## src/rtl/id_stage.sv

```systemverilog
// rtl/id_stage.sv - RV32I instruction-decode stage with ID/EX pipeline register
//
// Decodes one fetched instruction per handshake into ALU control fields,
// register addresses, immediate and datapath controls. It then registers the
// result for the execute stage.
//
// Optional macro ID_SKID_EN: adds a one-entry skid buffer in front of the
// ID/EX register. in_ready then comes from a flop (!skid_full), not from
// out_ready/stall.
//
// Ports:
//   clk, rst               clock, asynchronous active-high reset
//   in_valid/in_ready      fetch handshake; in_pc, in_instr carry the instruction
//   stall                  hazard hold; flush kills in-flight contents
//   out_valid/out_ready    execute handshake
//   out_pc                 registered PC
//   alu_op, funct7, shamt, is_r_type   ALU control fields
//   rs1, rs2, rd, imm, use_imm         operand selection
//   reg_write, mem_read, mem_write, branch, jal, jalr, lui, auipc, illegal
module id_stage #(
  parameter int unsigned     XLEN     = 32,
  parameter logic [31:0]     RESET_PC = 32'h0000_0000
) (
  input  logic            clk,
  input  logic            rst,
  input  logic            in_valid,
  output logic            in_ready,
  input  logic [31:0]     in_pc,
  input  logic [31:0]     in_instr,
  input  logic            stall,
  input  logic            flush,
  output logic            out_valid,
  input  logic            out_ready,
  output logic [31:0]     out_pc,
  output logic [2:0]      alu_op,
  output logic [6:0]      funct7,
  output logic [4:0]      shamt,
  output logic            is_r_type,
  output logic [4:0]      rs1,
  output logic [4:0]      rs2,
  output logic [4:0]      rd,
  output logic [XLEN-1:0] imm,
  output logic            use_imm,
  output logic            reg_write,
  output logic            mem_read,
  output logic            mem_write,
  output logic            branch,
  output logic            jal,
  output logic            jalr,
  output logic            lui,
  output logic            auipc,
  output logic            illegal
);

  localparam logic [6:0] OPC_OP     = 7'b0110011;
  localparam logic [6:0] OPC_OP_IMM = 7'b0010011;
  localparam logic [6:0] OPC_LOAD   = 7'b0000011;
  localparam logic [6:0] OPC_STORE  = 7'b0100011;
  localparam logic [6:0] OPC_BRANCH = 7'b1100011;
  localparam logic [6:0] OPC_JAL    = 7'b1101111;
  localparam logic [6:0] OPC_JALR   = 7'b1100111;
  localparam logic [6:0] OPC_LUI    = 7'b0110111;
  localparam logic [6:0] OPC_AUIPC  = 7'b0010111;
  localparam logic [2:0] ALU_ADD    = 3'b000;

  typedef struct packed {
    logic [2:0]      alu_op;
    logic [6:0]      funct7;
    logic [4:0]      shamt;
    logic            is_r_type;
    logic [4:0]      rs1;
    logic [4:0]      rs2;
    logic [4:0]      rd;
    logic [XLEN-1:0] imm;
    logic            use_imm;
    logic            reg_write;
    logic            mem_read;
    logic            mem_write;
    logic            branch;
    logic            jal;
    logic            jalr;
    logic            lui;
    logic            auipc;
    logic            illegal;
  } dec_t;

  logic        r_valid;
  logic [31:0] r_pc;
  dec_t        r_dec;
  dec_t        w_dec;
  logic [31:0] w_instr;
  logic [31:0] w_pc;
  logic [2:0]  w_f3;
  logic [6:0]  w_f7;
  logic        w_writes;
  logic        w_accept;
  logic        w_main_free;

`ifdef ID_SKID_EN
  logic        r_skid_full;
  logic [31:0] r_skid_pc;
  logic [31:0] r_skid_instr;

  // The skid entry is older than anything on the input, so it decodes first.
  assign w_instr     = r_skid_full ? r_skid_instr : in_instr;
  assign w_pc        = r_skid_full ? r_skid_pc    : in_pc;
  assign in_ready    = !r_skid_full;
`else
  assign w_instr     = in_instr;
  assign w_pc        = in_pc;
  assign in_ready    = w_main_free;
`endif

  assign w_main_free = !stall && (!r_valid || out_ready);
  assign w_accept    = in_valid && in_ready;
  assign w_f3        = w_instr[14:12];
  assign w_f7        = w_instr[31:25];

  always_comb begin
    w_dec         = '0;
    w_writes      = 1'b0;
    w_dec.rs1     = w_instr[19:15];
    w_dec.rd      = w_instr[11:7];
    w_dec.use_imm = 1'b1;
    w_dec.alu_op  = ALU_ADD;
    case (w_instr[6:0])
      OPC_OP: begin
        w_dec.is_r_type = 1'b1;
        w_dec.alu_op    = w_f3;
        w_dec.funct7    = w_f7;
        w_dec.rs2       = w_instr[24:20];
        w_dec.use_imm   = 1'b0;
        w_writes        = 1'b1;
        // Only SUB and SRA use the alternate funct7 encoding.
        w_dec.illegal   = !((w_f7 == 7'h00) ||
                            (w_f7 == 7'h20 && (w_f3 == 3'b000 || w_f3 == 3'b101)));
      end
      OPC_OP_IMM: begin
        w_dec.alu_op = w_f3;
        w_dec.funct7 = w_f7;
        w_dec.imm    = XLEN'($signed(w_instr[31:20]));
        w_writes     = 1'b1;
        if (w_f3 == 3'b001) begin
          w_dec.shamt   = w_instr[24:20];
          w_dec.illegal = (w_f7 != 7'h00);
        end else if (w_f3 == 3'b101) begin
          w_dec.shamt   = w_instr[24:20];
          w_dec.illegal = !(w_f7 == 7'h00 || w_f7 == 7'h20);
        end
      end
      OPC_LOAD: begin
        w_dec.imm      = XLEN'($signed(w_instr[31:20]));
        w_dec.mem_read = 1'b1;
        w_writes       = 1'b1;
      end
      OPC_STORE: begin
        w_dec.imm       = XLEN'($signed({w_instr[31:25], w_instr[11:7]}));
        w_dec.rs2       = w_instr[24:20];
        w_dec.rd        = 5'd0;
        w_dec.mem_write = 1'b1;
      end
      OPC_BRANCH: begin
        w_dec.imm     = XLEN'($signed({w_instr[31], w_instr[7], w_instr[30:25],
                                       w_instr[11:8], 1'b0}));
        w_dec.rs2     = w_instr[24:20];
        w_dec.rd      = 5'd0;
        w_dec.use_imm = 1'b0;
        w_dec.branch  = 1'b1;
      end
      OPC_JAL: begin
        w_dec.imm = XLEN'($signed({w_instr[31], w_instr[19:12], w_instr[20],
                                   w_instr[30:21], 1'b0}));
        w_dec.rs1 = 5'd0;
        w_dec.jal = 1'b1;
        w_writes  = 1'b1;
      end
      OPC_JALR: begin
        w_dec.imm  = XLEN'($signed(w_instr[31:20]));
        w_dec.jalr = 1'b1;
        w_writes   = 1'b1;
      end
      OPC_LUI: begin
        // rs1 = x0 lets the ALU compute 0 + imm.
        w_dec.imm = XLEN'($signed({w_instr[31:12], 12'b0}));
        w_dec.rs1 = 5'd0;
        w_dec.lui = 1'b1;
        w_writes  = 1'b1;
      end
      OPC_AUIPC: begin
        w_dec.imm   = XLEN'($signed({w_instr[31:12], 12'b0}));
        w_dec.rs1   = 5'd0;
        w_dec.auipc = 1'b1;
        w_writes    = 1'b1;
      end
      default: begin
        w_dec.illegal = 1'b1;
        w_dec.rs1     = 5'd0;
        w_dec.rd      = 5'd0;
      end
    endcase
    // Illegal instructions still flow to EX for the trap, but with no side effects.
    w_dec.reg_write = w_writes && (w_dec.rd != 5'd0) && !w_dec.illegal;
    if (w_dec.illegal) begin
      w_dec.mem_read  = 1'b0;
      w_dec.mem_write = 1'b0;
      w_dec.branch    = 1'b0;
      w_dec.jal       = 1'b0;
      w_dec.jalr      = 1'b0;
    end
  end

  always_ff @(posedge clk or posedge rst) begin
    if (rst) begin
      r_valid      <= 1'b0;
      r_pc         <= RESET_PC;
      r_dec        <= '0;
`ifdef ID_SKID_EN
      r_skid_full  <= 1'b0;
      r_skid_pc    <= 32'd0;
      r_skid_instr <= 32'd0;
`endif
    end else if (flush) begin
      r_valid      <= 1'b0;
`ifdef ID_SKID_EN
      r_skid_full  <= 1'b0;
`endif
    end else begin
`ifdef ID_SKID_EN
      if (w_main_free) begin
        if (r_skid_full || in_valid) begin
          r_valid     <= 1'b1;
          r_pc        <= w_pc;
          r_dec       <= w_dec;
          r_skid_full <= 1'b0;
        end else begin
          r_valid     <= 1'b0;
        end
      end else begin
        // Stall with a consumer ready drains the register as a bubble.
        if (out_ready) begin
          r_valid <= 1'b0;
        end
        if (w_accept) begin
          r_skid_full  <= 1'b1;
          r_skid_pc    <= in_pc;
          r_skid_instr <= in_instr;
        end
      end
`else
      if (w_accept) begin
        r_valid <= 1'b1;
        r_pc    <= w_pc;
        r_dec   <= w_dec;
      end else if (out_ready) begin
        r_valid <= 1'b0;
      end
`endif
    end
  end

  assign out_valid = r_valid;
  assign out_pc    = r_pc;
  assign alu_op    = r_dec.alu_op;
  assign funct7    = r_dec.funct7;
  assign shamt     = r_dec.shamt;
  assign is_r_type = r_dec.is_r_type;
  assign rs1       = r_dec.rs1;
  assign rs2       = r_dec.rs2;
  assign rd        = r_dec.rd;
  assign imm       = r_dec.imm;
  assign use_imm   = r_dec.use_imm;
  assign reg_write = r_dec.reg_write;
  assign mem_read  = r_dec.mem_read;
  assign mem_write = r_dec.mem_write;
  assign branch    = r_dec.branch;
  assign jal       = r_dec.jal;
  assign jalr      = r_dec.jalr;
  assign lui       = r_dec.lui;
  assign auipc     = r_dec.auipc;
  assign illegal   = r_dec.illegal;

endmodule

```

## config.mk

```make
export PLATFORM = sky130hd
export DESIGN_NAME = id_stage
export DESIGN_NICKNAME = d
export VERILOG_FILES = /design/src/rtl/id_stage.sv
export SDC_FILE = /design/constraint.sdc
export NUM_CORES = 1
export LEC_CHECK = 0
export CAP_MARGIN = 20
export CORE_MARGIN = 2
export CORE_UTILIZATION = 40
export CTS_BUF_LIST = sky130_fd_sc_hd__clkbuf_8
export CTS_CLUSTER_SIZE = 10
export DETAILED_ROUTE_END_ITERATION = 10
export PLACE_DENSITY_LB_ADDON = 0.2
export SYNTH_ARGS = -nofsm -noshare
export SYNTH_HDL_FRONTEND = slang
export SYNTH_SLANG_ARGS = --single-unit
```

## constraint.sdc

```tcl
create_clock -name clk -period 4.33 [get_ports clk]
set_clock_uncertainty 0.05 [all_clocks]
set_input_delay 0.433 -clock clk [delete_from_list [all_inputs] [get_ports clk]]
set_output_delay 0.433 -clock clk [all_outputs]
set_load 0.05 [all_outputs]
```

* Word level (Yosys, flattened, before mapping)
Index checks and enable logic that the tools add are counted.
Cells by class: bitwise gates (word level) 1, mux-type cells 25, reduce and logical (&&, ||, !) cells 28, equality and inequality tests 12
Operators by type and width (count):
- one-hot mux 32 bit (5 select lines) | 1
- two-way mux 5 bit | 7
- equality test 7 x 6 -> 1 bit (second input constant) | 4
- equality test 7 bit (second input constant) | 3
- two-way mux 1 bit | 15
- equality test 7 x 5 -> 1 bit (second input constant) | 2
- OR reduction 7 bit | 2
- two-way mux 10 bit | 1
- equality test 7 x 2 -> 1 bit (second input constant) | 1
- logical NOT 7 bit | 1
- nonzero test 7 bit | 1
- OR reduction 2 bit | 3
- OR reduction 3 bit | 2
- OR reduction 6 bit | 1
- logical AND 1 bit | 5
- logical NOT 1 bit | 5
- nonzero test 5 bit | 1
- logical OR 1 bit | 4
- equality test 3 x 1 -> 1 bit (second input constant) | 1
- equality test 3 bit (second input constant) | 1
- logical NOT 3 bit | 1
- one-hot mux 1 bit (3 select lines) | 1
- nonzero test 3 bit | 1
- AND reduction 2 bit | 1
- NOT 1 bit | 1
Storage, ports and cells: logic and storage cells 86, output and inout bits 107, flip-flop bits (word level) 106

* Longest topological paths before layout
depth after elaboration 8, depth in mapped cells 7, gate-level depth less buffers 4

* Worst setup path after synthesis
OpenSTA, ideal clock, no wires.
path type register to register, start point reg r_valid, in the netlist out_valid, end point reg r_dec, in the netlist imm[12], data arrival time 1.930 ns, setup slack 2.229 ns, required time 4.159 ns, cell stages (with the launch flop) 7, buffers on the path 3, clock period less this slack 2.101 ns, cell sequence dfrtp_1 > nor2b_1 > or4b_1 > buf_4 > buf_6 > buf_2 > a22o_1
Between the ends: word-level cells in the longest chain between the ends 5
RTL lines:
- from (decl) | RTL line 87 | logic r_valid;
- from (signal assigned) | RTL line 214 | r_valid <= 1'b0;
- from (signal assigned) | RTL line 223 | r_valid <= 1'b0;
- from (signal assigned) | RTL line 251 | r_valid <= 1'b1;
- logical NOT 1 bit | RTL line 114 | assign w_main_free = !stall && (!r_valid || out_ready);
- logical OR 1 bit | RTL line 114
- logical AND 1 bit | RTL line 114
- logical AND 1 bit | RTL line 115 | assign w_accept = in_valid && in_ready;
- AND reduction 2 bit (no source line)
- to (signal assigned) | RTL line 253 | r_dec <= w_dec;
- to (decl) | RTL line 89 | dec_t r_dec;
Every way passes these cells. A chain may end at the register's enable or synchronous reset.

* Final worst setup path
start point in out_ready, end point reg r_dec, in the netlist alu_op[1]
Between the ends: word-level cells in the longest chain between the ends 4
RTL lines:
- from (decl) | RTL line 33 | input logic out_ready,
- logical OR 1 bit | RTL line 114
- logical AND 1 bit | RTL line 114
- logical AND 1 bit | RTL line 115
- AND reduction 2 bit (no source line)
Every way passes these cells.

==> metrics.md <==
| Metric | Value |
|---|---|
| Status | `finished, final reports clean` |
| Hold_buf cts | `0` |
| Main area contributors after synthesis | `dfrtp_1 59%, a22o_1 9.6%, nand2_1 9.1%` |
| Drt initial violations | `240` |
| Mapped Cells | `433` |
| Most frequent cells in the layout | `176 x clkdlybuf4s50_1, 109 x nand2_1, 106 x dfrtp_1, 49 x a22o_1, 32 x nor2_1` |
| Initial antenna violation count | `0` |
| Tot GR Track Use | `0.2122` |
| Post-route ant nets | `0` |
| Synth area leader | `dfrtp_1` |
| CTS clk-pin slew, worst paths | `0.10 ns` |
| CP required | `4.57 ns` |
| Routability cong. | `0.8423` |
| Avg Synthesized Cell Area | `10.34 sq um` |
| DR vias/cell | `5.219` |
| Global-route wire length before repair | `19,710 um` |
| Layout cells sized above 1 | `0.05491` |
| Slowest CP cell | `or4b_4` |
| CTS Buf Count | `9` |
| IO buf count | `176` |
| Synth Flop Type | `dfrtp_1` |
| Starting Density | `0.4114` |
| Slew margin rel. | `0.3614` |
| Yosys top cell area share | `0.5922` |
| Final Max Slew Viols | `0` |
| WS Path Type | `input port to flop` |
| HP Class | `flop to flop` |
| Number of flops mapped to enable cells by yosys | `0` |
| FP Rows | `38` |
| Total Die Area | `12,060 sq um` |
| CP Max Fanout | `71` |
| Syn nets | `503` |
| CTS tree | `done` |
| Leakage | `2.929 nW` |
| Post-CTS Setup Bufs | `0` |
| Final period util | `0.5968` |
| CTS Buffer Depth | `2` |
| Post-Syn Area | `4479 sq um` |
| Max_cap viols | `0` |
| Final wirelength | `12,830 um` |
| Finish-stage setup viols | `0` |
| Fill cells | `939` |
| Ys Warns | `0` |
| Grt ovf | `0` |
| Core area | `10,890 sq um` |
| FMAX | `387.0 MHz` |
| Crit-path max cell delay | `0.84 ns` |
| Initial DRT Pass Iterations | `4` |
| Ant diodes | `0` |
| Register area share after synthesis | `0.5922` |
| Most common cell after layout, fill and taps aside | `clkdlybuf4s50_1` |
| Post-synthesis cell type count | `52` |
| Synth Register Bits | `106` |
| Placed inst area | `6334 sq um` |
| Fin area | `6526 sq um` |
| Post-DP HPWL | `9119 um` |
| H-tree depth | `3` |
| Critical Path End Type | `flop` |
| Root Driver | `clkbuf_8` |
| Die width | `109.8 um` |
| Power per Cell Area | `378.5 nW/um^2` |
| Vias in the first global route | `3,805` |
| Crit path DAT | `2.83 ns` |
| Setup_tns | `0 ns` |
| Total number of vias | `3,867` |
| Crit path cell chain | `clkdlybuf4s50_1, nor2b_1, or4b_4, nor3_2, a22o_1` |
| Largest net degree at the start of global routing | `81` |
| Drc violations | `0` |
| Worst vdd ir | `219.2 uV` |
| Chip height | `109.8 um` |
| RSZ-0062 raised after global routing | `no` |
| Type of origin of the critical path | `input port` |
| Ports | `177` |
| Worst-margin pin slew | `0.9579 ns` |
| CTS sink cnt | `106` |
| Post-synth ARST share | `1.000` |
| P&R area growth vs syn | `45.70%` |
| Post-cts resize count | `0` |
| Worst skew pair latency | `0.34 ns` |
| Final nets | `667` |
| Post-DR wirelength/cell | `17.31 um` |
| Final number of hold-violating endpoints | `0` |
| Post-layout min period | `2.584 ns` |
[cell usage after synthesis (2+ instances only)]
master / instances
o2111ai_1: 2
and3_1: 2
o21ai_0: 6
buf_6: 2
nor2_1: 32
o32ai_1: 2
a21oi_2: 2
a21oi_1: 24
buf_1: 2
nand2_1: 109
nand2b_1: 5
o31ai_1: 2
dfrtp_1: 106
o22ai_1: 8
buf_4: 2
a22o_1: 49
inv_1: 12
buf_2: 7
nand4b_1: 2
nor3_1: 3
a221oi_1: 4
clkbuf_1: 14
nor3_2: 2
a31oi_1: 2
nand3b_1: 2
nor2b_1: 2
and2_1: 3
[sequential cells by signal, summed over array words and instances (netlist names)]
signal / count
reg_write: 1
jalr: 1
mem_write: 1
out_valid: 1
imm: 32
rs2: 5
rs1: 5
illegal: 1
use_imm: 1
auipc: 1
shamt: 5
mem_read: 1
jal: 1
out_pc: 32
rd: 5
alu_op: 3
is_r_type: 1
lui: 1
funct7: 7
branch: 1
[metrics by stage]
stage | hold slack, ns | cells | total power, mW | setup WS [ns] | util
global placement | 0.4066 | 726 | 1.884 | 1.492 | 0.5817
CTS | 0.4267 | 741 | 2.496 | 1.809 | 0.5994
finish | 0.4218 | 741 | 2.470 | 1.746 | 0.5994
global route | 0.4475 | 741 | 2.585 | 1.706 | 0.5994
detailed placement | 0.4057 | 726 | 1.896 | 1.426 | 0.5817
floorplan | 0.4884 | 433 | 1.591 | 1.058 | -
[final timing paths]
check	start	end	slack (ns)	depth (start not counted)
worst min-delay path	lui	lui	0.42	2
max in group asynchronous	rst	out_pc[18]	2.72	3
worst max register to register	out_valid	alu_op[1]	1.82	4
worst max-delay path	out_ready	alu_op[1]	1.75	5
min in group asynchronous	rst	illegal	0.60	2
worst min register to register	lui	lui	0.42	2
[area by class of cell]
type | count | area [sq um] | share of cell area
inverters | 12 | 47.55 | 0.007285
clock buffers | 10 | 137.6 | 0.02109
clock inverters | 5 | 55.05 | 0.008436
well taps | 140 | 175.2 | 0.02684
repair buffers | 180 | 1792 | 0.2745
flip-flops and latches | 106 | 2653 | 0.4064
multi-input cells | 288 | 1667 | 0.2554
[power breakdown]
group / switching [mW] / internal (mW) / total [mW]
registers: 0.0492 / 1.08 / 1.13
clock network: 0.319 / 0.278 / 0.597
logic: 0.492 / 0.255 / 0.747
total: 0.860 / 1.61 / 2.47
[critical path, delay by kind of cell]
kind | cells | cell delay, ns
AOI/OAI and AO/OA | 1 | 0.23
buffers and inverters | 1 | 0.47
and+or+nand+nor | 3 | 1.65
[routing by layer]
metal | vias up | track usage | routed length, um
met4 | 0 | 0.08499 | 218
met1 | 1879 | 0.3046 | 5601
li1 | 1840 | - | -
met5 | - | 0 | 0
met3 | 15 | 0.03557 | 805
met2 | 133 | 0.3195 | 6199
[kinds of logic after synthesis]
family / Yosys count / synth area share
flip-flops: 106 / 0.5922
buffers and inverters: 39 / 0.03966
AO/OA/AOI/OAI: 111 / 0.1891
XOR/XNOR: 1 / 0.001956
AND/OR/NAND/NOR: 176 / 0.1771
No activity file was read; power rests on OpenSTA's default activity.
